**src/rtl/div_sequencer_pkg.sv**
```systemverilog
// Shared encodings for the restoring-divider sequencer and the function unit it drives.
package risc_div_pkg;

  // Function-select codes understood by the function unit.
  localparam logic [4:0] FS_PASS = 5'b00000;
  localparam logic [4:0] FS_SUB  = 5'b00101;
  localparam logic [4:0] FS_SHL  = 5'b10000;

  // Sequencer state encoding.
  typedef enum logic [1:0] {
    ST_IDLE  = 2'd0,
    ST_SHIFT = 2'd1,
    ST_SUB   = 2'd2,
    ST_DONE  = 2'd3
  } div_state_e;

endpackage

```
**src/rtl/div_sequencer.sv**
```systemverilog
// Multi-cycle unsigned restoring divider controller. Drives an external
// combinational function unit: one shift cycle then one subtract cycle per
// quotient bit.
//
// state | meaning
// IDLE  | waiting for start; results held
// SHIFT | R <- {R<<1, next dividend bit}, remember shifted-out MSB
// SUB   | trial subtract R - D; keep it if no borrow or MSB overflowed
// DONE  | publish results, pulse done, drop busy
module div_sequencer #(
  parameter int BITS = 32,
  parameter int CNTW = 6
) (
  input  logic            clk,
  input  logic            rst_n,
  input  logic            start,
  input  logic [BITS-1:0] dividend,
  input  logic [BITS-1:0] divisor,
  output logic            busy,
  output logic            done,
  output logic [BITS-1:0] quotient,
  output logic [BITS-1:0] remainder,
  output logic            dz,
  output logic [BITS-1:0] fu_a,
  output logic [BITS-1:0] fu_b,
  output logic [4:0]      fu_fs,
  output logic [4:0]      fu_sh,
  input  logic [BITS-1:0] fu_out,
  input  logic            fu_c
);
  import risc_div_pkg::*;

  div_state_e      state_q, state_d;
  logic [BITS-1:0] r_q, r_d;
  logic [BITS-1:0] q_q, q_d;
  logic [BITS-1:0] d_q, d_d;
  logic            ov_q, ov_d;
  logic [CNTW-1:0] cnt_q, cnt_d;
  // Remembers that the accepted divisor was zero until the DONE state publishes it.
  logic            zdiv_q, zdiv_d;
  logic            busy_q, busy_d;
  logic            done_q, done_d;
  logic            dz_q, dz_d;
  logic [BITS-1:0] quot_q, quot_d;
  logic [BITS-1:0] rem_q, rem_d;

  assign busy      = busy_q;
  assign done      = done_q;
  assign dz        = dz_q;
  assign quotient  = quot_q;
  assign remainder = rem_q;

  // Next-state, datapath updates and function-unit drive for the current state.
  always_comb begin
    state_d = state_q;
    r_d     = r_q;
    q_d     = q_q;
    d_d     = d_q;
    ov_d    = ov_q;
    cnt_d   = cnt_q;
    zdiv_d  = zdiv_q;
    busy_d  = busy_q;
    done_d  = 1'b0;
    dz_d    = dz_q;
    quot_d  = quot_q;
    rem_d   = rem_q;
    fu_a    = '0;
    fu_b    = '0;
    fu_fs   = FS_PASS;
    fu_sh   = 5'd0;

    case (state_q)
      ST_IDLE: begin
        if (start) begin
          q_d    = dividend;
          r_d    = '0;
          d_d    = divisor;
          cnt_d  = '0;
          ov_d   = 1'b0;
          busy_d = 1'b1;
          if (divisor == '0) begin
            zdiv_d  = 1'b1;
            state_d = ST_DONE;
          end else begin
            zdiv_d  = 1'b0;
            state_d = ST_SHIFT;
          end
        end
      end
      ST_SHIFT: begin
        fu_a    = r_q;
        fu_fs   = FS_SHL;
        fu_sh   = 5'd1;
        r_d     = {fu_out[BITS-1:1], q_q[BITS-1]};
        ov_d    = r_q[BITS-1];
        state_d = ST_SUB;
      end
      ST_SUB: begin
        fu_a  = r_q;
        fu_b  = d_q;
        fu_fs = FS_SUB;
        // With OV set the true remainder exceeds D, so the wrapped difference is exact.
        if (ov_q || fu_c) begin
          r_d = fu_out;
          q_d = {q_q[BITS-2:0], 1'b1};
        end else begin
          q_d = {q_q[BITS-2:0], 1'b0};
        end
        cnt_d   = cnt_q + CNTW'(1);
        state_d = (cnt_q == CNTW'(BITS-1)) ? ST_DONE : ST_SHIFT;
      end
      ST_DONE: begin
        done_d = 1'b1;
        busy_d = 1'b0;
        if (zdiv_q) begin
          quot_d = '1;
          rem_d  = q_q;
          dz_d   = 1'b1;
        end else begin
          quot_d = q_q;
          rem_d  = r_q;
          dz_d   = 1'b0;
        end
        state_d = ST_IDLE;
      end
      default: state_d = ST_IDLE;
    endcase
  end

  // State and datapath registers with synchronous active-low reset.
  always_ff @(posedge clk) begin
    if (!rst_n) begin
      state_q <= ST_IDLE;
      r_q     <= '0;
      q_q     <= '0;
      d_q     <= '0;
      ov_q    <= 1'b0;
      cnt_q   <= '0;
      zdiv_q  <= 1'b0;
      busy_q  <= 1'b0;
      done_q  <= 1'b0;
      dz_q    <= 1'b0;
      quot_q  <= '0;
      rem_q   <= '0;
    end else begin
      state_q <= state_d;
      r_q     <= r_d;
      q_q     <= q_d;
      d_q     <= d_d;
      ov_q    <= ov_d;
      cnt_q   <= cnt_d;
      zdiv_q  <= zdiv_d;
      busy_q  <= busy_d;
      done_q  <= done_d;
      dz_q    <= dz_d;
      quot_q  <= quot_d;
      rem_q   <= rem_d;
    end
  end

endmodule
```
**config.mk**
```make
export PLATFORM = sky130hd
export DESIGN_NAME = div_sequencer
export DESIGN_NICKNAME = d
export VERILOG_FILES = /design/src/rtl/div_sequencer_pkg.sv /design/src/rtl/div_sequencer.sv
export SDC_FILE = /design/constraint.sdc
export NUM_CORES = 1
export LEC_CHECK = 0
export BUFFER_PORTS_ARGS = -buffer_cell sky130_fd_sc_hd__buf_2
export CAP_MARGIN = 20
export CORE_MARGIN = 2
export CORE_UTILIZATION = 53
export CTS_BUF_LIST = sky130_fd_sc_hd__clkbuf_4 sky130_fd_sc_hd__clkbuf_8
export CTS_CLUSTER_SIZE = 20
export DETAILED_ROUTE_END_ITERATION = 12
export GPL_TIMING_DRIVEN = 0
export HOLD_SLACK_MARGIN = 0.08
export PLACE_DENSITY_LB_ADDON = 0.1
export SYNTH_ARGS = -nofsm -noshare
export SYNTH_HDL_FRONTEND = slang
export SYNTH_SLANG_ARGS = --single-unit
```
**constraint.sdc**
```tcl
create_clock -name clk -period 2.2 [get_ports clk]
set_clock_uncertainty 0.2 [all_clocks]
set_input_delay 0.33 -clock clk [delete_from_list [all_inputs] [get_ports clk]]
set_output_delay 0.33 -clock clk [all_outputs]
set_load 0.1 [all_outputs]
```
# Word level (Yosys, flattened, before mapping)
# Cells that the tools add are included.
[totals]
ramBits = 0
mem_count = 0
register_bits = 173
latch_bits = 0
rom_bits = 0
inputBits = 100
[op_classes]
n_eq_ne = 6
shift = 0
mux = 25
order_cmp = 0
n_reduce_logical = 13
multipliers = 0
addsub = 1
div_mod_pow = 0
bitwise_logic = 0
[ops]
columns = ["op", "count"]
rows = [
  ["32-bit 2-to-1 mux", 7],
  ["32-bit one-hot mux with 3 select lines", 1],
  ["32-bit one-hot mux with 2 select lines", 1],
  ["32-bit zero test", 1],
  ["6-bit one-hot mux with 2 select lines", 1],
  ["5-bit one-hot mux with 2 select lines", 1],
  ["2-bit one-hot mux with 4 select lines", 1],
  ["2-bit AND reduction", 4],
  ["1-bit 2-to-1 mux", 7],
  ["6-bit by 1-bit adder with 6-bit output (second input constant)", 1],
  ["6-bit by 5-bit equality test with 1-bit output (second input constant)", 1],
  ["2-bit 2-to-1 mux", 3],
  ["6-bit 2-to-1 mux", 1],
  ["2-bit nonzero test", 3],
  ["2-bit equality test (second input constant)", 2],
  ["2-bit inequality test (second input constant)", 2],
  ["1-bit one-hot mux with 2 select lines", 2],
  ["3-bit AND reduction", 1],
  ["3-bit nonzero test", 1],
  ["2-bit by 1-bit equality test with 1-bit output (second input constant)", 1],
  ["2-bit zero test", 1],
  ["2-bit OR reduction", 1],
  ["1-bit logical OR", 1],
]

# Logic depth before layout (Yosys ltp)
# Gate-level depths: netlist of run 1.
[depth]
ltp_word = 4
depth_mapped = 8

# Worst setup path after synthesis of run 1
# No wires, ideal clock.
[synth_timing]
path_type = "register -> output"
start = "reg state_q[0]"
end = "out fu_b[10]"
setup_slack_ps = -1141
stages_incl_launch_ff = 7
arrival_ps = 2811
path_cell_list = "dfxtp_1 inv_1 ha_1 buf_2 clkbuf_1 clkbuf_1 and2_1"
[synth_via]
elab_chain_len = 2
[synth_lines]
columns = ["element", "line_no", "source"]
rows = [
  ["start, declared", "div_sequencer.sv:33", "div_state_e state_q, state_d;"],
  ["start signal, assigned", "div_sequencer.sv:146", "state_q <= state_d;"],
  ["2-bit equality test", "div_sequencer.sv:72", "case (state_q)"],
  ["32-bit 2-to-1 mux", "div_sequencer.sv:72", ""],
  ["end, declared", "div_sequencer.sv:25", "output logic [BITS-1:0] fu_b,"],
]
# No other way between the ends.

# Worst setup path after layout of run 1
[layout_timing]
start = "reg state_q[0]"
end = "out fu_b[7]"
# The elaborated chain is that of the path after synthesis.

==> results of run 1 <==
[per-stage QoR]
stage	utilization	total power, uW	hold slack, ns
2_1_floorplan	-	4660	0.238
3_3_place_gp	0.658	5070	0.247
3_5_place_dp	0.658	5080	0.256
4_1_cts	0.854	7910	0.100
5_1_grt	0.857	8300	0.108
6_report	0.857	8070	0.114
[sequential cells by signal, summed over array words and instances (netlist names)]
| name | flops |
|---|---|
| q_q | 32 |
| zdiv_q | 1 |
| busy | 1 |
| quotient | 32 |
| d_q | 32 |
| cnt_q | 6 |
| dz | 1 |
| remainder | 32 |
| r_q | 32 |
| state_q | 2 |
| done | 1 |
| ov_q | 1 |
[worst paths after layout]
path | startpoint | end | slack (ns)
setup / recovery | state_q[0] | fu_b[7] | -0.14
hold / removal | fu_out[0] | r_q[0] | 0.11
setup reg to reg | state_q[1] | d_q[23] | 0.07
hold reg to reg | r_q[6] | r_q[6] | 0.27
[placed cells by master, fill, tap and decap left out, drive strengths merged, types with 26 or more instances in the layout]
cell / netlist / layout
mux2i: 64 / 64
clkbuf: 37 / 60
dlygate4sd3: 0 / 96
nand3: 34 / 34
dfxtp: 173 / 173
a21boi: 66 / 66
and2: 66 / 66
o211a: 63 / 63
buf: 46 / 295
nand2: 166 / 166
o221a: 26 / 26
[cell families after synthesis]
| kind of cell | after synthesis | synth area share |
|---|---|---|
| compound gates | 180 | 0.204 |
| xor+xnor | 4 | 0.00456 |
| fa+ha+maj | 5 | 0.00814 |
| buf+inv | 86 | 0.0588 |
| flops | 173 | 0.451 |
| mux | 65 | 0.0854 |
| other cells | 1 | 0.000488 |
| simple gates | 306 | 0.188 |
[report_power, final]
part	internal, uW	switching, uW	leakage (uW)
Combinational	784	1260	0.00386
Clock	1330	1200	0.000225
Sequential	3320	172	0.00141
Total	5440	2630	0.00550
[worst register-to-register path, cell delays in order, from the launching register on]
cell      delay [ns]
dfxtp_4         0.39
inv_4           0.05
ha_4            0.15
buf_4           0.17
nand2_1         0.30
clkbuf_1        0.45
nand2_1         0.10
a21boi_0        0.25
[layer usage]
metal,part of all wire,GRT usage,vias up
met3,0.078,0.0911,127
met1,0.38,0.428,3842
met5,0,0,-
met2,0.49,0.643,484
met4,0.054,0.190,0
li1,-,-,3587
[repair_timing]
item / in CTS / in global routing
hold buffers: 96 / 0
pin swaps: 37 / 2
buffers inserted: 10 / 2
endpoints found under the setup margin: 76 / 130
cloned: 7 / 0
resized for setup: 329 / 26
hold endpoints to repair: 96 / 0
[area by class of cell]
type / count / area (um^2)
buffer: 83 / 592
clock inverter: 11 / 164
clock buffer: 21 / 283
inverter: 3 / 16.3
timing repair buffer: 347 / 3310
sequential: 173 / 3470
tap: 180 / 225
multi-input combinational: 566 / 3980
fill: 716 / 2010
==> summary.txt, run 1 <==
Outcome
  • Status: complete, but fails checks
  • Failing checks: setup timing

Logic synthesis
  • Avg Cell Area, Syn: roughly 9.4 um^2
  • Dominant cell type by area after synthesis: dfxtp_1
  • Synth cell types: 42
  • Most used DFF post-synth: dfxtp_1
  • Ys async rst share: 0
  • Ranking of synthesized cells by area: dfxtp_1 45%, mux2i_1 8.3%, o211a_1 8.2%
  • Seq/Total Area, Yosys: 0.451
  • Ys Warns: 0
  • Cell count after synthesis: slightly above 800
  • Count leader, synth: dfxtp_1
  • Share of the synthesized area in the top cell type: 0.451
  • Post-synth EDFFs: 0
  • Synthesized cell area: 7680 um^2
  • Seq cells post-synth: 173
  • Top cells by count, synth: 173 x dfxtp_1, 166 x nand2_1, 66 x and2_1

Power and ir drop
  • IR drop worst, VDD: 0.000565 V
  • Pwr/cell area: approximately 670 nW/um^2
  • Leakage power total: 0.00550 uW

Finish
  • Post-Layout Cell Count: between 1000 and 1500
  • Cell area after layout: 12000 um^2
  • Layout Nets: roughly 1300
  • Ant. Diodes: 0
  • Fraction of layout cells with a size suffix above 1: 0.369
  • Area growth syn-to-layout: 56.7%

Floorplan
  • I/O Pins: about 240
  • DIE AREA: 15500 um^2
  • DIE WIDTH: 124 um
  • Core ar.: 14000 um^2
  • Die height: 124 um
  • Initial Utilization: 0.547
  • Row count: 43

Placed design
  • Area of placed instances: slightly above 9000 um^2
  • Inst Count DP: approximately 1200
  • Hpwl dp: 16.2 mm
  • Setup WS pre-CTS: -0.379 ns
  • Routability cong.: between 0.8 and 0.9
  • Port-buffer cells: 233

Drt
  • First-pass DRT Iterations: 7
  • DR WL/cell: 21.2 um
  • DR vias/cell: 5.81
  • DRC Markers: 0
  • Drt total wl: 29.3 mm
  • Drt initial violations: 645
  • Via count: 8040
  • Antenna-violating nets left: 0

Setup path
  • Arrival time at the worst endpoint: 1.81 ns
  • Crit path max-delay cell type: dfxtp_2
  • CP max stage delay: 0.36 ns
  • Top delay family on crit path: buffers and inverters
  • CP Max Fanout: 6
  • Critical Path Stages: 7
  • Critical Path Start Type: flip-flop
  • WP data required: between 1.5 and 2 ns
  • FF-to-FF path depth: 7
  • CP endpoint kind: output port
  • Worst-path cell chain: inv_4 > ha_4 > buf_8 > clkbuf_16 > clkbuf_16 > and2_4 > buf_12
  • Critical path type: flip-flop to output port
  • Worst path bufs/invs: 5
  • CP dominant cell by count: clkbuf_16

STA
  • Slew @ Worst Pin: 0.667 ns
  • Final setup fails: 61
  • Final Hold Viols: 0
  • Highest Clock Rate: 0.427 GHz
  • RSZ-0062 raised after global routing: yes
  • Max transition margin: 0.555
  • PnR worst setup slack: -0.144 ns
  • TNS Setup: -6.90 ns
  • Pins Over Slew Limit: 0
  • Minimum clock period: 2.34 ns
  • Fin crit share: 1.07

Clock network
  • Clk root buf: clkbuf_8
  • Clock slew seen by the registers of the worst setup and hold paths: ~0.090 ns
  • CTS Buf Count: 17
  • Worst-Skew Late Latency: 0.48 ns
  • H-tree depth: 4
  • Clock Sinks: about 170
  • CTS tree: done
  • Longest Clk Path Bufs: 2

GRT
  • Total GRT Usage: 0.373
  • Vias in the first global route: 8460
  • Initial antenna violation count: 0
  • First-pass GRT wire length: 46.0 mm
  • Grt ovf: 0
  • Largest net degree at the start of global routing: 17

Min path
  • Worst Hold Class: primary input to flip-flop
  • Hold depth: 4

Run
  • Max Cap Violations: 0
No activity file was read; power rests on OpenSTA's default activity.
==> run 2: changes to the inputs <==
CORE_MARGIN = not set   (was 2)
CORE_UTILIZATION = 47   (was 53)
==> run 2 against run 1 <==
- the run still ends with setup timing left
- cell count increased by 2.5%
- total power decreased by 1.3%
- maximum frequency barely moved
- register-to-register slack about the same
- flip-flop and latch count is the same
- critical path type unchanged
- design area about the same
- highest routed layer unchanged
- wire length is 6.5% lower
- die area is 9.0% higher
- critical endpoint is now fu_b[5]
- sequential share of layout area about the same
- critical path depth did not move
- count of clock-buffer cells in the layout is 3 lower
==> summary.txt, run 2 (synthesized netlist as in run 1, its figures left out) <==
Floorplan
  • DIE AREA: 16900 um^2
  • Initial Utilization: 0.482
  • I/O Pins: 241
  • DIE WIDTH: 130 um
  • Die height: 130 um
  • Row count: 46
  • Core ar.: approximately 16000 um^2

STA
  • Max transition margin: 0.553
  • Final setup fails: 62
  • Final Hold Viols: 0
  • Slew @ Worst Pin: approximately 0.67 ns
  • PnR worst setup slack: -0.142 ns
  • RSZ-0062 raised after global routing: yes
  • Fin crit share: 1.06
  • Pins Over Slew Limit: 0
  • Minimum clock period: about 2.3 ns
  • Highest Clock Rate: 0.427 GHz

Clock network
  • H-tree depth: 4
  • CTS tree: done
  • CTS Buf Count: 17
  • Worst-Skew Late Latency: 0.46 ns
  • Longest Clk Path Bufs: 2
  • Clock Sinks: between 150 and 200
  • Clk root buf: clkbuf_8
  • Clock slew seen by the registers of the worst setup and hold paths: 0.09 ns

Finish
  • Most common cell after layout, fill and taps aside: buf_2
  • Post-Layout Cell Count: 1418
  • Layout Nets: 1294
  • Cell area after layout: 12000 um^2
  • Area growth syn-to-layout: 56.8%
  • Ant. Diodes: 0
  • Most frequent cells in the layout: 191 x buf_2, 171 x dfxtp_1, 166 x nand2_1
  • Fraction of layout cells with a size suffix above 1: 0.369

Placed design
  • Area of placed instances: a little over 9000 um^2
  • Inst Count DP: roughly 1300
  • Routability cong.: ~0.8
  • Hpwl dp: 16.5 mm
  • Port-buffer cells: 233

Min path
  • Hold depth: 4
  • Hold wc startpoint: fu_out[0]
  • Worst Hold Class: primary input to flip-flop
  • Sink of the worst hold path: r_q[0]

Setup path
  • FF-to-FF path depth: 7
  • RR Endpoint: r_q[23]
  • WP data required: about 1.7 ns
  • CP Max Fanout: 5
  • CP endpoint kind: output port
  • Worst R2R Setup Slack: 0.06 ns
  • Arrival time at the worst endpoint: 1.81 ns
  • Critical path type: flip-flop to output port
  • Critical Path Start Type: flip-flop
  • Worst r2r src: state_q[1]

Drt
  • Drt initial violations: 532
  • First-pass DRT Iterations: 4
  • Drt total wl: approximately 27 mm
  • DRC Markers: 0
  • Antenna-violating nets left: 0
  • DR vias/cell: around 5.4
  • Via count: around 7700
  • DR WL/cell: 19.3 um

GRT
  • Vias in the first global route: 7544
  • First-pass GRT wire length: around 41 mm
  • Initial antenna violation count: 0
  • Largest net degree at the start of global routing: 17
  • Grt ovf: 0
  • Total GRT Usage: 0.326

Outcome
  • Status: complete, but fails checks
  • Failing checks: setup timing

Run
  • Max Cap Violations: 0

Power and ir drop
  • IR drop worst, VDD: 0.000531 V
  • Pwr/cell area: 661 nW/um^2
  • Leakage power total: 0.00546 uW
-- run 2: cell count changes in the layout (fill, tap and decap cells not counted), moves of 2 or more --
cell,previous run,this run
clkinvlp_4,2,6
clkbuf_8,21,26
clkbuf_4,3,1
buf_8,7,3
clkinv_2,4,2
-- run 2: worst max-delay path, stage by stage (launching register included) --
cell,delay (ns)
dfxtp_4,0.37
inv_4,0.05
ha_4,0.15
buf_8,0.13
clkbuf_16,0.17
clkbuf_16,0.16
and2_4,0.15
buf_12,0.16
-- run 2: cell type report --
class / count / area (um^2)
clock buffers: 18 / 248
flip-flops and latches: 173 / 3470
plain buffers: 83 / 592
well taps: 216 / 270
fillers: 1098 / 3900
clock inverters: 14 / 193
multi-input cells: 566 / 3980
inverters: 3 / 16.3
repair buffers: 345 / 3270
-- run 2: worst max path at each step --
stage	cells past startpoint	from	endpoint
final	7	state_q[0]	fu_b[5]
after global routing	7	state_q[0]	fu_b[5]
after CTS	7	state_q[0]	fu_b[5]
after detailed placement	5	state_q[1]	fu_a[26]
after global placement	5	state_q[1]	fu_a[26]
after floorplan	6	state_q[0]	fu_b[12]
-- run 2: through the flow --
step	setup TNS, ns	power, uW	utilization	worst slack [ns]	hold slack [ns]
2_1_floorplan	0	4660	-	0.00494	0.238
3_3_place_gp	-16.57	5080	0.582	-0.342	0.248
3_5_place_dp	-17.49	5090	0.582	-0.364	0.255
4_1_cts	-7.61	7890	0.753	-0.135	0.108
5_1_grt	-10.50	8240	0.755	-0.193	0.114
6_report	-7.10	7960	0.755	-0.142	0.151
-- run 2: metal layers --
layer	up-vias	part of all wire	routed length (um)	track usage
li1	3586	-	-	-
met1	3706	0.43	11800	0.402
met2	333	0.48	13100	0.551
met3	62	0.062	1700	0.0800
met4	0	0.030	812	0.122
met5	-	0	0	0
-- run 2: timing repair --
item | 4_1_cts | 5_1_grt
gates resized for setup | 330 | 18
pin swaps | 42 | 1
buffers inserted | 8 | 1
hold endpoints to repair | 96 | 0
gates cloned | 7 | 0
hold buffers | 96 | 0
setup endpoints to repair | 104 | 99
-- run 2: power breakdown --
part	internal (uW)	switching (uW)	total [uW]
combinational	757	1220	1980
clock	1270	1230	2490
sequential	3320	169	3490
